File: config.mk
export PLATFORM = sky130hd
export DESIGN_NAME = dmem_access_ctrl_flat
export DESIGN_NICKNAME = d
export VERILOG_FILES = /design/src/rtl/dmem_access_ctrl_pkg.sv /design/src/rtl/dmem_access_ctrl_if.sv /design/src/rtl/dmem_access_ctrl_lane_fmt.sv /design/src/rtl/dmem_access_ctrl.sv /design/src/flat_wrapper.sv
export SDC_FILE = /design/constraint.sdc
export NUM_CORES = 1
export LEC_CHECK = 0
export BUFFER_PORTS_ARGS = -buffer_cell sky130_fd_sc_hd__clkbuf_2
export CAP_MARGIN = 10
export CORE_MARGIN = 4
export CORE_UTILIZATION = 53
export CTS_CLUSTER_DIAMETER = 40
export CTS_CLUSTER_SIZE = 30
export DETAILED_ROUTE_END_ITERATION = 12
export PLACE_DENSITY_LB_ADDON = 0.1
export SYNTH_ARGS = -nofsm -noshare
export SYNTH_HDL_FRONTEND = slang
export SYNTH_SLANG_ARGS = --single-unit
File: constraint.sdc
create_clock -name clk -period 5.25 [get_ports clk]
set_clock_uncertainty 0.05 [all_clocks]
set_input_delay 1.05 -clock clk [delete_from_list [all_inputs] [get_ports clk]]
set_output_delay 1.05 -clock clk [all_outputs]
set_load 0.02 [all_outputs]
File: src/rtl/dmem_access_ctrl_pkg.sv
// dmem_access_ctrl_pkg
//   Shared types and helpers for the Memory-stage data-memory access controller.
//   - N_BITS             address/data width (only 32 is supported)
//   - mem_size_t         access size encoding carried on op_size
//   - dmem_ctrl_state_t  controller states IDLE, REQ, WAIT, RESP
//   - mem_op_t           op fields captured when an access is accepted
//   - lane_of()          byte lane of the access within the 32-bit word
//   - is_misaligned()    natural-alignment test used when DMEM_MISALIGN_CHK_EN is defined
package dmem_access_ctrl_pkg;

    localparam int N_BITS = 32;

    typedef enum logic [1:0] {
        SIZE_BYTE = 2'b00,
        SIZE_HALF = 2'b01,
        SIZE_WORD = 2'b10
    } mem_size_t;

    typedef enum logic [1:0] {
        ST_IDLE,
        ST_REQ,
        ST_WAIT,
        ST_RESP
    } dmem_ctrl_state_t;

    typedef struct packed {
        logic              wr;
        mem_size_t         size;
        logic              uns;
        logic [N_BITS-1:0] addr;
        logic [N_BITS-1:0] wdata;
    } mem_op_t;

    // Half accesses snap to lane 0 or 2 and word accesses to lane 0, so a
    // misaligned address never selects bytes outside the addressed word.
    // The undefined encoding 2'b11 behaves as a word.
    function automatic logic [1:0] lane_of(input mem_size_t size, input logic [1:0] addr_lo);
        case (size)
            SIZE_BYTE: return addr_lo;
            SIZE_HALF: return {addr_lo[1], 1'b0};
            default:   return 2'b00;
        endcase
    endfunction

    function automatic logic is_misaligned(input mem_size_t size, input logic [1:0] addr_lo);
        case (size)
            SIZE_BYTE: return 1'b0;
            SIZE_HALF: return addr_lo[0];
            default:   return |addr_lo;
        endcase
    endfunction

endpackage

File: src/rtl/dmem_access_ctrl_if.sv
// dmem_access_ctrl_if
//   Data-memory request/response port between the access controller and dmem.
//   - dmem_req_vld/rdy   request handshake; valid stays up until ready
//   - dmem_req_we        1 = store
//   - dmem_req_addr      word-aligned byte address
//   - dmem_req_be        byte enables
//   - dmem_req_wdata     lane-replicated store data
//   - dmem_rsp_vld/data  response pulse and raw read word
//   Modports: master = controller side, slave = memory side.
interface dmem_access_ctrl_if;
    import dmem_access_ctrl_pkg::*;

    logic              dmem_req_vld;
    logic              dmem_req_rdy;
    logic              dmem_req_we;
    logic [N_BITS-1:0] dmem_req_addr;
    logic [3:0]        dmem_req_be;
    logic [N_BITS-1:0] dmem_req_wdata;
    logic              dmem_rsp_vld;
    logic [N_BITS-1:0] dmem_rsp_data;

    modport master (
        output dmem_req_vld, dmem_req_we, dmem_req_addr, dmem_req_be, dmem_req_wdata,
        input  dmem_req_rdy, dmem_rsp_vld, dmem_rsp_data
    );

    modport slave (
        input  dmem_req_vld, dmem_req_we, dmem_req_addr, dmem_req_be, dmem_req_wdata,
        output dmem_req_rdy, dmem_rsp_vld, dmem_rsp_data
    );

endinterface

File: src/rtl/dmem_access_ctrl_lane_fmt.sv
// dmem_access_ctrl_lane_fmt
//   Combinational lane handling for one data-memory access.
//   - size_i, uns_i, addr_lo_i  access size, zero-extend flag, address bits [1:0]
//   - wdata_i                   LSB-aligned store data
//   - rdata_i                   raw word returned by dmem
//   - be_o                      byte enables for the addressed lane(s)
//   - wdata_o                   store data replicated across all lanes
//   - rdata_o                   selected lane, sign- or zero-extended
module dmem_access_ctrl_lane_fmt
    import dmem_access_ctrl_pkg::*;
(
    input  mem_size_t         size_i,
    input  logic              uns_i,
    input  logic [1:0]        addr_lo_i,
    input  logic [N_BITS-1:0] wdata_i,
    input  logic [N_BITS-1:0] rdata_i,
    output logic [3:0]        be_o,
    output logic [N_BITS-1:0] wdata_o,
    output logic [N_BITS-1:0] rdata_o
);

    logic [1:0]        lane;
    logic [N_BITS-1:0] shifted;
    logic              sext;

    assign lane    = lane_of(size_i, addr_lo_i);
    assign shifted = rdata_i >> {lane, 3'b000};
    assign sext    = ~uns_i;

    always_comb begin
        // NOTE: every output is given a default before the case so that no
        // path through the block leaves a value unassigned (no latch).
        be_o    = 4'b1111;
        wdata_o = wdata_i;
        rdata_o = shifted;
        case (size_i)
            SIZE_BYTE: begin
                be_o    = 4'b0001 << lane;
                wdata_o = {4{wdata_i[7:0]}};
                rdata_o = {{(N_BITS-8){sext & shifted[7]}}, shifted[7:0]};
            end
            SIZE_HALF: begin
                be_o    = 4'b0011 << lane;
                wdata_o = {2{wdata_i[15:0]}};
                rdata_o = {{(N_BITS-16){sext & shifted[15]}}, shifted[15:0]};
            end
            default: ;
        endcase
    end

endmodule

File: src/rtl/dmem_access_ctrl.sv
// dmem_access_ctrl
//   Sequences one data-memory access at a time for the Memory stage: accepts a
//   load/store, issues a valid/ready request to dmem, waits for the response,
//   formats load data and holds the upstream pipeline while busy.
//   Ports:
//   - clk, rst_n          core clock, asynchronous active-low reset
//   - op_vld / op_rdy     op offer / controller idle
//   - op_wr, op_size, op_unsigned, op_addr, op_wdata   op fields
//   - squash_in           kills the offered or in-flight op (no response pulse)
//   - dmem                dmem_access_ctrl_if master port
//   - rsp_vld             1-cycle completion pulse
//   - rsp_data            formatted load data (0 for stores and errors)
//   - rsp_err             timeout or misaligned access
//   - rsp_misalign        misaligned access
//   - stall               hold upstream pipeline
//   Parameter TIMEOUT_CYCLES: WAIT cycles without a response before aborting.
//   Build option: define DMEM_MISALIGN_CHK_EN to reject misaligned half/word
//   accesses without touching dmem.
module dmem_access_ctrl
    import dmem_access_ctrl_pkg::*;
#(
    parameter int TIMEOUT_CYCLES = 64
) (
    input  logic                      clk,
    input  logic                      rst_n,
    input  logic                      op_vld,
    output logic                      op_rdy,
    input  logic                      op_wr,
    input  logic [1:0]                op_size,
    input  logic                      op_unsigned,
    input  logic [N_BITS-1:0]         op_addr,
    input  logic [N_BITS-1:0]         op_wdata,
    input  logic                      squash_in,
    dmem_access_ctrl_if.master        dmem,
    output logic                      rsp_vld,
    output logic [N_BITS-1:0]         rsp_data,
    output logic                      rsp_err,
    output logic                      rsp_misalign,
    output logic                      stall
);

    localparam int              CNT_W    = (TIMEOUT_CYCLES > 1) ? $clog2(TIMEOUT_CYCLES) : 1;
    localparam logic [CNT_W-1:0] CNT_LAST = CNT_W'(TIMEOUT_CYCLES - 1);

    dmem_ctrl_state_t  state_q;
    mem_op_t           op_q;
    mem_op_t           op_d;
    logic              kill_q;
    logic [CNT_W-1:0]  cnt_q;
    logic              req_vld_q;
    logic              rsp_vld_q;
    logic              rsp_err_q;
    logic              rsp_mis_q;
    logic [N_BITS-1:0] rsp_data_q;
    logic [N_BITS-1:0] rsp_data_d;

    logic              accept;
    logic              kill_now;
    logic              op_misalign;
    logic [3:0]        fmt_be;
    logic [N_BITS-1:0] fmt_wdata;
    logic [N_BITS-1:0] fmt_rdata;

    assign op_d = '{wr:    op_wr,
                    size:  mem_size_t'(op_size),
                    uns:   op_unsigned,
                    addr:  op_addr,
                    wdata: op_wdata};

    assign accept = (state_q == ST_IDLE) && op_vld && !squash_in;

    // A squash arriving in the completing cycle still suppresses the response.
    assign kill_now = kill_q | squash_in;

`ifdef DMEM_MISALIGN_CHK_EN
    assign op_misalign = is_misaligned(op_d.size, op_d.addr[1:0]);
`else
    assign op_misalign = 1'b0;
`endif

    // Lane logic always works on the captured op, so request fields stay
    // stable while the controller waits for dmem_req_rdy.
    dmem_access_ctrl_lane_fmt u_lane_fmt (
        .size_i    (op_q.size),
        .uns_i     (op_q.uns),
        .addr_lo_i (op_q.addr[1:0]),
        .wdata_i   (op_q.wdata),
        .rdata_i   (dmem.dmem_rsp_data),
        .be_o      (fmt_be),
        .wdata_o   (fmt_wdata),
        .rdata_o   (fmt_rdata)
    );

    assign rsp_data_d = (op_q.wr || kill_now) ? '0 : fmt_rdata;

    // NOTE: all state below uses non-blocking assignments so every register
    // samples the pre-edge values of the others, whatever the statement order.
    always_ff @(posedge clk or negedge rst_n) begin
        if (!rst_n) begin
            state_q    <= ST_IDLE;
            op_q       <= '0;
            kill_q     <= 1'b0;
            cnt_q      <= '0;
            req_vld_q  <= 1'b0;
            rsp_vld_q  <= 1'b0;
            rsp_err_q  <= 1'b0;
            rsp_mis_q  <= 1'b0;
            rsp_data_q <= '0;
        end else begin
            // Response outputs are single-cycle: cleared unless entering RESP.
            rsp_vld_q  <= 1'b0;
            rsp_err_q  <= 1'b0;
            rsp_mis_q  <= 1'b0;
            rsp_data_q <= '0;

            case (state_q)
                ST_IDLE: begin
                    if (accept) begin
                        op_q   <= op_d;
                        kill_q <= 1'b0;
                        if (op_misalign) begin
                            state_q   <= ST_RESP;
                            rsp_vld_q <= 1'b1;
                            rsp_err_q <= 1'b1;
                            rsp_mis_q <= 1'b1;
                        end else begin
                            state_q   <= ST_REQ;
                            req_vld_q <= 1'b1;
                        end
                    end
                end

                ST_REQ: begin
                    // Valid is held even when squashed; only the response is hidden.
                    if (squash_in) kill_q <= 1'b1;
                    if (dmem.dmem_req_rdy) begin
                        state_q   <= ST_WAIT;
                        req_vld_q <= 1'b0;
                        cnt_q     <= '0;
                    end
                end

                ST_WAIT: begin
                    if (squash_in) kill_q <= 1'b1;
                    // A response in the timeout cycle takes priority.
                    if (dmem.dmem_rsp_vld) begin
                        state_q    <= ST_RESP;
                        rsp_vld_q  <= !kill_now;
                        rsp_data_q <= rsp_data_d;
                    end else if (cnt_q == CNT_LAST) begin
                        state_q   <= ST_RESP;
                        rsp_vld_q <= !kill_now;
                        rsp_err_q <= !kill_now;
                    end else begin
                        cnt_q <= cnt_q + 1'b1;
                    end
                end

                ST_RESP: begin
                    state_q <= ST_IDLE;
                    kill_q  <= 1'b0;
                end

                default: state_q <= ST_IDLE;
            endcase
        end
    end

    assign op_rdy = (state_q == ST_IDLE);
    assign stall  = accept || (state_q == ST_REQ) || (state_q == ST_WAIT);

    assign dmem.dmem_req_vld   = req_vld_q;
    assign dmem.dmem_req_we    = req_vld_q & op_q.wr;
    assign dmem.dmem_req_addr  = req_vld_q ? {op_q.addr[N_BITS-1:2], 2'b00} : '0;
    assign dmem.dmem_req_be    = req_vld_q ? fmt_be : 4'b0000;
    assign dmem.dmem_req_wdata = req_vld_q ? fmt_wdata : '0;

    assign rsp_vld      = rsp_vld_q;
    assign rsp_data     = rsp_data_q;
    assign rsp_err      = rsp_err_q;
    assign rsp_misalign = rsp_mis_q;

endmodule
File: src/flat_wrapper.sv
// flat-port wrapper written by rule: the top's interface ports become plain ports
module dmem_access_ctrl_flat import dmem_access_ctrl_pkg::*;
#(
    parameter int TIMEOUT_CYCLES = 64
)
  (clk, rst_n, op_vld, op_rdy, op_wr, op_size, op_unsigned, op_addr, op_wdata, squash_in, rsp_vld, rsp_data, rsp_err, rsp_misalign, stall, dmem_dmem_req_vld, dmem_dmem_req_we, dmem_dmem_req_addr, dmem_dmem_req_be, dmem_dmem_req_wdata, dmem_dmem_req_rdy, dmem_dmem_rsp_vld, dmem_dmem_rsp_data);
  dmem_access_ctrl_if dmem_i ();
  input  logic clk;
  input  logic rst_n;
  input  logic op_vld;
  output logic op_rdy;
  input  logic op_wr;
  input  logic [1:0] op_size;
  input  logic op_unsigned;
  input  logic [N_BITS-1:0] op_addr;
  input  logic [N_BITS-1:0] op_wdata;
  input  logic squash_in;
  output logic rsp_vld;
  output logic [N_BITS-1:0] rsp_data;
  output logic rsp_err;
  output logic rsp_misalign;
  output logic stall;
  output wire logic [$bits(dmem_i.dmem_req_vld)-1:0] dmem_dmem_req_vld;
  output wire logic [$bits(dmem_i.dmem_req_we)-1:0] dmem_dmem_req_we;
  output wire logic [$bits(dmem_i.dmem_req_addr)-1:0] dmem_dmem_req_addr;
  output wire logic [$bits(dmem_i.dmem_req_be)-1:0] dmem_dmem_req_be;
  output wire logic [$bits(dmem_i.dmem_req_wdata)-1:0] dmem_dmem_req_wdata;
  input wire logic [$bits(dmem_i.dmem_req_rdy)-1:0] dmem_dmem_req_rdy;
  input wire logic [$bits(dmem_i.dmem_rsp_vld)-1:0] dmem_dmem_rsp_vld;
  input wire logic [$bits(dmem_i.dmem_rsp_data)-1:0] dmem_dmem_rsp_data;
  assign dmem_dmem_req_vld = dmem_i.dmem_req_vld;
  assign dmem_dmem_req_we = dmem_i.dmem_req_we;
  assign dmem_dmem_req_addr = dmem_i.dmem_req_addr;
  assign dmem_dmem_req_be = dmem_i.dmem_req_be;
  assign dmem_dmem_req_wdata = dmem_i.dmem_req_wdata;
  assign dmem_i.dmem_req_rdy = dmem_dmem_req_rdy;
  assign dmem_i.dmem_rsp_vld = dmem_dmem_rsp_vld;
  assign dmem_i.dmem_rsp_data = dmem_dmem_rsp_data;
  dmem_access_ctrl #(.TIMEOUT_CYCLES(TIMEOUT_CYCLES)) u_core (.clk(clk), .rst_n(rst_n), .op_vld(op_vld), .op_rdy(op_rdy), .op_wr(op_wr), .op_size(op_size), .op_unsigned(op_unsigned), .op_addr(op_addr), .op_wdata(op_wdata), .squash_in(squash_in), .dmem(dmem_i), .rsp_vld(rsp_vld), .rsp_data(rsp_data), .rsp_err(rsp_err), .rsp_misalign(rsp_misalign), .stall(stall));
endmodule
==> results of run 1 <==
==> logic make-up (layout without fill, tap and decap cells) <==
group | after synthesis | count (layout) | share of synthesized area (%)
AND/OR/NAND/NOR | 171 | 171 | 16.94
AO/OA/AOI/OAI | 45 | 45 | 5.962
flip-flops | 112 | 112 | 50.39
other | 1 | 3 | 0.06743
buffers and inverters | 40 | 234 | 3.644
XOR/XNOR | 2 | 2 | 0.3150
adder cells (fa/ha/maj) | 4 | 4 | 0.8999
multiplexers | 103 | 103 | 21.78
==> registers in the layout, indices dropped and copies added, names as in the netlist <==
name and cells:
u_core.rsp_data 32, u_core.rsp_err 1, u_core.kill_q 1, u_core.op_q 68, u_core.rsp_vld 1, u_core.state_q 2, u_core.cnt_q 6, u_core.dmem.dmem_req_vld 1
==> layout make-up <==
class	instances	area (µm²)	area share, %
clock buffer	11	141.4	2.074
tap	136	170.2	2.496
clock inverter	5	32.53	0.4772
inverter	5	18.77	0.2753
timing repair buffer	213	1079	15.82
multi-input combinational	328	2570	37.70
sequential	112	2805	41.15
==> routing by layer <==
metal | vias up | routed length, µm
li1 | 2015 | -
met1 | 1969 | 5462
met2 | 152 | 6554
met3 | 22 | 1031
met4 | 0 | 276
met5 | - | 0
==> where the power goes <==
| group | total (mW) | internal [mW] | switching (mW) |
|---|---|---|---|
| Clock | 0.470 | 0.186 | 0.284 |
| Sequential | 1.52 | 1.17 | 0.351 |
| Combinational | 1.78 | 0.819 | 0.963 |
==> placed cells by master, fill, tap and decap left out, types with 4 or more instances in the layout <==
cell type	instances
buf_4	5
inv_1	5
mux2i_1	25
and3_1	17
dfrtp_1	110
nor2_1	17
mux2_2	70
clkbuf_2	208
and2_1	55
mux4_2	7
a21boi_0	8
o21ai_0	11
a21oi_1	5
ha_1	4
clkbuf_8	10
nand2_1	38
nor2b_1	9
a211oi_1	8
nand2b_1	18
==> worst max path at each step <==
stage / startpoint / endpoint / cells after the start / slack, ns
after floorplan: squash_in / stall / 4 / 2.40
after detailed placement: u_core.op_q[66]$_DFFE_PN0P_ / dmem_dmem_req_be[2] / 4 / 2.04
after global placement: u_core.op_q[66]$_DFFE_PN0P_ / dmem_dmem_req_be[2] / 4 / 2.04
final: u_core.op_q[66]$_DFFE_PN0P_ / dmem_dmem_req_be[2] / 4 / 1.64
after global routing: u_core.op_q[66]$_DFFE_PN0P_ / dmem_dmem_req_be[2] / 4 / 1.45
after CTS: u_core.op_q[66]$_DFFE_PN0P_ / dmem_dmem_req_be[2] / 4 / 1.62
==> per-stage QoR <==
step,setup slack [ns],hold WS [ns],instance area [µm²]
2_1_floorplan,2.401,0.4206,5569
3_3_place_gp,2.041,0.4289,6643
3_5_place_dp,2.042,0.4351,6643
4_1_cts,1.620,0.4597,6817
5_1_grt,1.447,0.4654,6817
6_report,1.644,0.4571,6817
==> worst register-to-register path: stages, from the launching register on <==
cell,delay [ns]
dfrtp_2,0.75
nor2_2,0.57
and2_1,0.47
mux4_2,0.37
and2_1,0.17
==> metrics.md, run 1 <==
| Metric | Value |
|---|---|
| Run status | `finished clean` |
| Final Hold Fails | `0` |
| Average via count per standard cell | `5.133` |
| Min-Delay Path Depth | `1` |
| Maximum level of the CTS H-tree | `3` |
| CP required | `4.15 ns` |
| Crit share post-route | `~69%` |
| Total of max-cap violations | `0` |
| Post-Place Cells | `794` |
| Leak | `3.534 nW` |
| Num Clock Sinks | `112` |
| CTS Hold Bufs | `0` |
| Most Used Layer, Global Route | `met2` |
| CTS buffer count | `9` |
| RR Startpoint | `u_core.op_q[66]$_DFFE_PN0P_` |
| Clk_lat worst skew | `0.37 ns` |
| Post-synth top area share | `50.39%` |
| Wirelength per Cell | `16.45 µm` |
| Largest net degree at the start of global routing | `75` |
| Worst min path class | `reg2reg` |
| Hold Crit Start | `u_core.op_q[39]$_DFFE_PN0P_` |
| CTS resizes | `0` |
| Clock transition at the registers of the reported paths | `around 0.10 ns` |
| Placer Congestion | `0.8326` |
| Drt first pass iters | `4` |
| R2R cell count | `4` |
| R2r setup slk | `2.78 ns` |
| Die extent in y | `between 100 and 150 µm` |
| Crit path max fanout | `between 40 and 50` |
| Critical Path Max Stage Delay | `0.99 ns` |
| Initial antenna violation count | `0` |
| WL final | `13.33 mm` |
| Total grt overflow | `0` |
| Ports | `213` |
| CORE AREA | `0.01028 mm²` |
| Cells taking the most area after synthesis | `dfrtp_1 (50%), mux2_2 (14%), and2_1 (6.2%)` |
| Nature of the critical path endpoint | `output port` |
| Max Clk Rate | `~0.28 GHz` |
| PwrDens | `553.1 mW/mm²` |
| Final core utilization | `66.33%` |
| Most common cell in the netlist | `dfrtp_1` |
| Avg Cell Area, Syn | `11.64 µm²` |
| Die area | `0.01220 mm²` |
| Via Count | `4158` |
| Number of synthesized flops with an enable pin | `0` |
| RSZ-0062 raised after global routing | `false` |
| GRT Resource Usage Total | `22.62%` |
| CTS tree | `yes` |
| Period minus WS final | `3.606 ns` |
| HPWL Detailed | `9.696 mm` |
| Vias in the first global route | `around 4500` |
| Peak VDD IR | `0.3617 mV` |
| Buf/Inv on CP | `1` |
| Sequential area share after synthesis | `around half` |
| Post-Layout Cell Count | `810` |
| Slew at the pin with the worst max-slew slack | `0.9429 ns` |
| Crit-path slowest cell | `dfrtp_2` |
| Met3 usage | `6.192%` |
| Starting Density | `54.11%` |
| # nets final | `between 700 and 800` |
| CP cell instances | `nor2_2 > and2_1 > nor3b_1 > clkbuf_2` |
| Die extent in x | `110.4 µm` |
| Crit Path Class | `reg2out` |
| YS warnings | `0` |
| DRC viols | `0` |
| Clock Tree Buf Depth | `2` |
| R2r endpoint | `u_core.rsp_data[0]$_DFF_PN0_` |
| Root Driver | `clkbuf_8` |
| Diodes inserted | `0` |
| Setup TNS | `0 ns` |
| Startpoint types | `flop` |
| Total Power | `3.770 mW` |
| Slew headroom | `37.14%` |
| Largest delay contributor family on the critical path | `flip-flops` |
| Post-CTS Setup Bufs | `0` |
| Synthesized flop and latch total | `112` |
| Yosys cell types | `43` |
| Hold endpoint | `u_core.op_q[39]$_DFFE_PN0P_` |
| Fraction of registers with async set/reset | `between 90% and 100%` |
| Antenna Nets Post-Route | `0` |
| Synth-to-Final Area Change | `22.56%` |
| Primary FF master, synth | `dfrtp_1` |
| Layout cells sized above 1 | `around 47%` |
| Input/output buffers | `209` |
| Final setup viols | `0` |
| # rows | `37` |
| WP data arrival | `2.51 ns` |
| Initial DRC count | `169` |
| Yosys top cell by area | `dfrtp_1` |
| M2 GR Usage | `38.19%` |
| Mapped Area | `0.005562 mm²` |
| Met1 Use GR | `28.13%` |
| Fillcell total | `885` |
| Cell count after synthesis | `478` |
| List of most frequent post-synthesis cells | `dfrtp_1 (112), mux2_2 (70), and2_1 (55)` |
| Max-slew violations | `0` |
| First-pass GRT wire length | `around 22 mm` |
No activity file was read; power rests on OpenSTA's default activity.
==> run 2: changes to the inputs <==
CORE_UTILIZATION = 49   (was 53)
clock period = 3.4 ns   (was 5.25 ns; I/O delays follow)
==> run 2 against run 1 <==
Sequential power up 48%. Final area is 3.5% higher. Non-clock buffer count rose by 4. Die area up 7.6%. Register-to-register slack got worse by 1.6 ns. Flip-flop and latch count did not move. Highest routed layer unchanged.
==> metrics.md, run 2 (same netlist as run 1, synthesis figures left out) <==
| Metric | Value |
|---|---|
| Max reg flops | `68 (unchanged)` |
| WP data arrival | `1.95 ns (-0.56 ns)` |
| CORE AREA | `0.01098 mm² (+6.9%)` |
| # nets final | `783 (+0.51%)` |
| GRT Resource Usage Total | `21.24% (-1.4 points)` |
| HPWL Detailed | `9.972 mm (+2.8%)` |
| Most frequent cells in the layout | `clkbuf_2 (208), dfrtp_1 (110), mux2_2 (70), and2_1 (55), nand2_1 (38)` |
| Initial antenna violation count | `0 (unchanged)` |
| Critical Path Max Stage Delay | `0.60 ns (-0.39 ns)` |
| Total Power | `6.384 mW (+69%)` |
| Worst min path class | `in2async` |
| Post-route setup slack | `0.7214 ns (-0.9228 ns)` |
| R2r setup slk | `1.15 ns (-1.63 ns)` |
| # rows | `38 (+2.7%)` |
| DP Area | `0.006703 mm² (+0.90%)` |
| Startpoint types | `flop` |
| Die area | `0.01312 mm² (+7.6%)` |
| Clock Tree Buf Depth | `2 (unchanged)` |
| Largest net degree at the start of global routing | `71 (-5.3%)` |
| Crit share post-route | `78.78%` |
| Synth-to-Final Area Change | `26.91%` |
| Max layer used | `met4` |
| Antenna Nets Post-Route | `0 (unchanged)` |
| Slew headroom | `49.01% (+12 points)` |
| Wirelength per Cell | `16.89 µm (+2.7%)` |
| Crit path max fanout | `31 (-37%)` |
| Max Clk Rate | `0.3733 GHz` |
| Max-slew violations | `0 (unchanged)` |
| Initial DRC count | `238 (+41%)` |
| Ports | `213 (unchanged)` |
| Top reg by flops | `u_core.op_q` |
| CTS tree | `yes` |
| First-pass GRT wire length | `21.87 mm (-2.3%)` |
| M1 WL | `5.543 mm (+1.5%)` |
| Die extent in x | `114.5 µm (+3.7%)` |
| Crit Path Class | `reg2out` |
| Total of max-cap violations | `0 (unchanged)` |
| Post-Place Cells | `802 (+1.0%)` |
| Post-Layout Cell Count | `818 (+0.99%)` |
| CP cell instances | `buf_4 > nor2_1 > nor3b_1 > clkbuf_2` |
| Leak | `3.643 nW (+3.1%)` |
| Met2 wire len | `6.851 mm (+4.5%)` |
| Diodes inserted | `0 (unchanged)` |
| Period minus WS final | `2.679 ns` |
| CTS buffer count | `9 (unchanged)` |
| Crit-path slowest cell | `dfrtp_2` |
| Total grt overflow | `0 (unchanged)` |
| CTS resizes | `0 (unchanged)` |
| Via Count | `4209 (+1.2%)` |
| Nature of the critical path endpoint | `output port` |
| WL final | `13.82 mm (+3.7%)` |
| Commonest non-fill, non-tap cell in the layout | `clkbuf_2` |
| Slew at the pin with the worst max-slew slack | `0.7649 ns (-0.1780 ns)` |
| DRC viols | `0 (unchanged)` |
| Final setup viols | `0 (unchanged)` |
| Maximum level of the CTS H-tree | `3 (unchanged)` |
| CTS Hold Bufs | `0 (unchanged)` |
| PwrDens | `904.5 mW/mm² (+64%)` |
| Run status | `finished clean` |
| Final core utilization | `64.26% (-2.1 points)` |
| Peak VDD IR | `0.6446 mV (+78%)` |
| Met3 wire length | `1.123 mm (+8.9%)` |
| Vias in the first global route | `4473 (-0.40%)` |
| Drt first pass iters | `4 (unchanged)` |
| Post-CTS Setup Bufs | `0 (unchanged)` |
| Final Hold Fails | `0 (unchanged)` |
| DP Worst Slack | `1.098 ns (-0.9445 ns)` |
| Clock transition at the registers of the reported paths | `0.07 ns (-0.03 ns)` |
| Num Clock Sinks | `112 (unchanged)` |
| Setup TNS | `0 ns (unchanged)` |
| Placer Congestion | `0.8665 (+4.1%)` |
| Layout cells sized above 1 | `47.05% (+0.46 points)` |
| Starting Density | `50.64% (-3.5 points)` |
| Average via count per standard cell | `5.145 (+0.24%)` |
| Final Cell Area | `0.007058 mm² (+3.5%)` |
| Clk_lat worst skew | `0.35 ns (-0.02 ns)` |
| Root Driver | `clkbuf_16` |
| CP required | `2.67 ns (-1.48 ns)` |
| Hold Slack | `0.2728 ns (-0.1843 ns)` |
| RSZ-0062 raised after global routing | `false` |
| Die extent in y | `114.5 µm (+3.7%)` |
| Input/output buffers | `209 (unchanged)` |
-- run 2: where the power goes --
group	switching [mW]	total [mW]	internal (mW)	leakage [nW]
combinational	1.61	2.91	1.30	2.06
clock	0.469	1.23	0.759	0.172
sequential	0.439	2.25	1.81	1.41
total	2.52	6.38	3.86	3.64
-- run 2: cell type report --
class | count | area [µm²]
clock inverters | 5 | 102.6
flip-flops and latches | 112 | 2805
repair buffers | 217 | 1134
clock buffers | 11 | 252.7
well taps | 140 | 175.2
inverters | 5 | 18.77
multi-input cells | 328 | 2570
fillers | 910 | 3925
-- run 2: critical path: cells and delay by family, from the launching register on --
family        cells  cell delay [ns]
simple gates      2             0.36
buf+inv           2             0.62
flops             1             0.60
-- run 2: per-layer routing --
| metal | GRT usage (%) | vias to the layer above |
|---|---|---|
| li1 | - | 2017 |
| met1 | 25.36 | 2018 |
| met2 | 36.09 | 152 |
| met3 | 7.611 | 22 |
| met4 | 6.176 | 0 |
| met5 | 0 | - |
-- run 2: worst paths after layout --
| path | startpoint | cells after the start | end |
|---|---|---|---|
| worst min register to register | u_core.op_q[59]$_DFFE_PN0P_ | 1 | u_core.op_q[59]$_DFFE_PN0P_ |
| max in group asynchronous | rst_n | 2 | u_core.dmem.dmem_req_vld$_DFFE_PN0P_ |
| worst max-delay path | u_core.op_q[66]$_DFFE_PN0P_ | 4 | dmem_dmem_req_be[2] |
| min in group clk | u_core.op_q[59]$_DFFE_PN0P_ | 1 | u_core.op_q[59]$_DFFE_PN0P_ |
| worst min-delay path | rst_n | 1 | u_core.rsp_data[23]$_DFF_PN0_ |
| worst max register to register | u_core.op_q[66]$_DFFE_PN0P_ | 6 | u_core.rsp_data[14]$_DFF_PN0_ |
==> run 3: changes to the inputs <==
ABC_AREA = 1   (was not set)
clock period = 2.8 ns   (was 3.4 ns; I/O delays follow)
==> run 3 against run 2 <==
Sequential share of layout area up 0.64 points. Hold slack got worse by 0.14 ns. Wire length is 14% higher. Total power is 18% higher. Non-clock buffer count stayed put. Combinational power up 30%. Largest power group unchanged.
==> metrics.md, run 3 <==
| Metric | Value |
|---|---|
| Initial DRC count | `379 (+59%)` |
| Final Hold Fails | `0 (unchanged)` |
| Commonest non-fill, non-tap cell in the layout | `nand2_1` |
| Avg Cell Area, Syn | `7.661 µm² (-34%)` |
| CTS resizes | `0 (unchanged)` |
| Initial antenna violation count | `1 (+1)` |
| List of most frequent post-synthesis cells | `nand2_1 (314), dfrtp_1 (112), nor2_1 (78)` |
| Post-Synth XOR/XNOR Area | `0.1581% (-0.16 points)` |
| Yosys cell types | `35 (-19%)` |
| Most frequent cells in the layout | `nand2_1 (313), clkbuf_2 (208), dfrtp_1 (111), nor2_1 (78), inv_1 (57)` |
| Leak | `4.203 nW (+15%)` |
| Root Driver | `clkbuf_16` |
| Slew at the pin with the worst max-slew slack | `0.6772 ns (-0.08774 ns)` |
| Slew headroom | `54.86% (+5.8 points)` |
| Vias in the first global route | `5186 (+16%)` |
| Sequential area share after synthesis | `50.60% (+0.20 points)` |
| Post-synth top area share | `50.60% (+0.20 points)` |
| Total grt overflow | `0 (unchanged)` |
| Layout cells sized above 1 | `28.62% (-18 points)` |
| Mapped Area | `0.005539 mm² (-0.40%)` |
| Num Clock Sinks | `112 (unchanged)` |
| Top reg by flops | `u_core.op_q` |
| WL final | `15.70 mm (+14%)` |
| Average via count per standard cell | `5.042 (-2.0%)` |
| Via Count | `5340 (+27%)` |
| Fraction of registers with async set/reset | `100.0% (unchanged)` |
| Clock power share | `15.8% (-3.4 points)` |
| Main combinational cell family by area after synthesis | `simple AND/OR/NAND/NOR gates` |
| Number of synthesized flops with an enable pin | `0 (unchanged)` |
| Max Clk Rate | `about 0.38 GHz` |
| Input/output buffers | `209 (unchanged)` |
| Post-synthesis simple-gate area fraction | `33.11% (+16 points)` |
| PwrDens | `1084 mW/mm² (+20%)` |
| Most common cell in the netlist | `nand2_1` |
| Switching power total | `3.564 mW (+41%)` |
| Yosys top cell by area | `dfrtp_1` |
| Diodes inserted | `0 (unchanged)` |
| Die extent in y | `114.3 µm (-0.19%)` |
| Peak VDD IR | `0.6148 mV (-4.6%)` |
| CP required | `2.19 ns (-0.48 ns)` |
| # rows | `38 (unchanged)` |
| WP data arrival | `2.01 ns (+0.06 ns)` |
| CORE AREA | `0.01094 mm² (-0.43%)` |
| Clock Tree Buf Depth | `2 (unchanged)` |
| Primary FF master, synth | `dfrtp_1` |
| Ports | `213 (unchanged)` |
| # nets final | `1025 (+31%)` |
| Final setup viols | `0 (unchanged)` |
| Cell count after synthesis | `723 (+51%)` |
| Synthesized flop and latch total | `112 (unchanged)` |
| Antenna Nets Post-Route | `0 (unchanged)` |
| Placer Congestion | `0.8558 (-1.2%)` |
| Comb pwr share | `50.1% (+4.5 points)` |
| Synth-to-Final Area Change | `25.34%` |
| Nature of the critical path endpoint | `output port` |
| YS warnings | `0 (unchanged)` |
| GRT Resource Usage Total | `24.61% (+3.4 points)` |
| Crit path max fanout | `17 (-45%)` |
| Max-slew violations | `0 (unchanged)` |
| Crit Path Class | `reg2out` |
| Maximum level of the CTS H-tree | `3 (unchanged)` |
| Clock transition at the registers of the reported paths | `0.07 ns (about the same)` |
| Final core utilization | `63.49% (-0.77 points)` |
| Sw frac | `47.37% (+7.9 points)` |
| Drt first pass iters | `7 (+3)` |
| CTS buffer count | `9 (unchanged)` |
| CTS Hold Bufs | `0 (unchanged)` |
| Period minus WS final | `2.617 ns` |
| DRC viols | `0 (unchanged)` |
| CTS tree | `yes` |
| HPWL Detailed | `11.67 mm (+17%)` |
| Reg power frac | `34.1% (-1.1 points)` |
| DP Worst Slack | `0.5320 ns (-0.5660 ns)` |
| Run status | `finished clean` |
| Worst min path class | `in2async` |
| Die area | `0.01307 mm² (-0.38%)` |
| Multiplexer share of the synthesized area | `0% (-22 points)` |
| Synth Area in Adders | `0.9035% (+0.0037 points)` |
| Startpoint types | `flop` |
| Largest net degree at the start of global routing | `75 (+5.6%)` |
| Starting Density | `50.65% (about the same)` |
| Cells taking the most area after synthesis | `dfrtp_1 (51%), nand2_1 (21%), nor2_1 (5.3%)` |
| Compound-cell area share of the yosys netlist | `7.138% (+1.2 points)` |
| First-pass GRT wire length | `25.31 mm (+16%)` |
| Clk_lat worst skew | `0.35 ns (about the same)` |
| Internal | `3.960 mW (+2.5%)` |
| Setup TNS | `0 ns (unchanged)` |
| Total of max-cap violations | `0 (unchanged)` |
| Die extent in x | `114.3 µm (-0.19%)` |
| Crit share post-route | `93.47%` |
| Total Power | `7.524 mW (+18%)` |
| Wirelength per Cell | `14.83 µm (-12%)` |
| RSZ-0062 raised after global routing | `false` |
| Post-CTS Setup Bufs | `0 (unchanged)` |
| Post-route setup slack | `0.1829 ns (-0.5385 ns)` |
| Max reg flops | `68 (unchanged)` |
[run 3: changes by cell type in the layout (fill, tap and decap cells not counted), moves of 23 or more]
cell,delta
inv_1,+52
mux2_2,-70
nand2_1,+275
nor2_1,+61
and2_1,-55
mux2i_1,-25
o21ai_0,+23
[run 3: kinds of logic after synthesis]
kind of cell    Yosys count
other cells               1
simple gates            435
xor+xnor                  1
fa+ha+maj                 4
compound gates           70
flops                   112
buf+inv                 100
[run 3: final cells by class]
type | count | area, µm²
sequential | 112 | 2804
clock inverter | 5 | 33.78
fill | 1037 | 3993
tap | 140 | 175.2
multi-input combinational | 513 | 2302
inverter | 62 | 242.7
clock buffer | 10 | 239.0
timing repair buffer | 217 | 1146
[run 3: routing by layer]
layer	routed length, µm	vias to the layer above	global-route usage, %	share of wire [%]
met5	13	-	0	0.083
met4	269	2	6.255	1.7
met2	7688	223	41.02	49
met3	1254	25	6.765	8.0
li1	-	2600	-	-
met1	6478	2490	31.91	41
[run 3: per-stage QoR]
| step | std cells | hold slack [ns] | area [µm²] |
|---|---|---|---|
| 4_1_cts | 1059 | 0.1441 | 6943 |
| 3_3_place_gp | 1044 | 0.4117 | 6670 |
| 5_1_grt | 1059 | 0.1596 | 6943 |
| 6_report | 1059 | 0.1314 | 6943 |
| 3_5_place_dp | 1044 | 0.4151 | 6670 |
| 2_1_floorplan | 725 | 0.2144 | 5547 |
[run 3: critical path: stages (launching register included)]
cell      delay, ns
dfrtp_1        0.51
nor2_4         0.10
inv_1          0.48
o21ai_0        0.22
nor2_1         0.16
clkbuf_2       0.19
[run 3: worst paths after layout]
path	startpoint	depth (start not counted)	slack (ns)	end
max	u_core.op_q[66]$_DFFE_PN0P_	5	0.18	dmem_dmem_req_wdata[12]
max in group asynchronous	rst_n	2	1.80	u_core.op_q[50]$_DFFE_PN0P_
min in group clk	dmem_dmem_rsp_vld	2	0.34	u_core.rsp_err$_DFF_PN0_
min reg2reg	u_core.op_q[54]$_DFFE_PN0P_	2	0.43	u_core.op_q[54]$_DFFE_PN0P_
max reg2reg	u_core.state_q[0]$_DFFE_PN0P_	6	0.59	u_core.rsp_data[17]$_DFF_PN0_
min	rst_n	1	0.13	u_core.rsp_data[29]$_DFF_PN0_
[run 3: power groups by stage]
stage | clock (mW) | sequential (mW) | combinational (mW)
finish | 1.19 | 2.57 | 3.77
global route | 1.30 | 2.64 | 4.19
CTS | 1.22 | 2.56 | 3.81
detailed placement | 0 | 2.58 | 3.80
global placement | 0 | 2.56 | 3.73
floorplan | 0 | 2.48 | 2.66
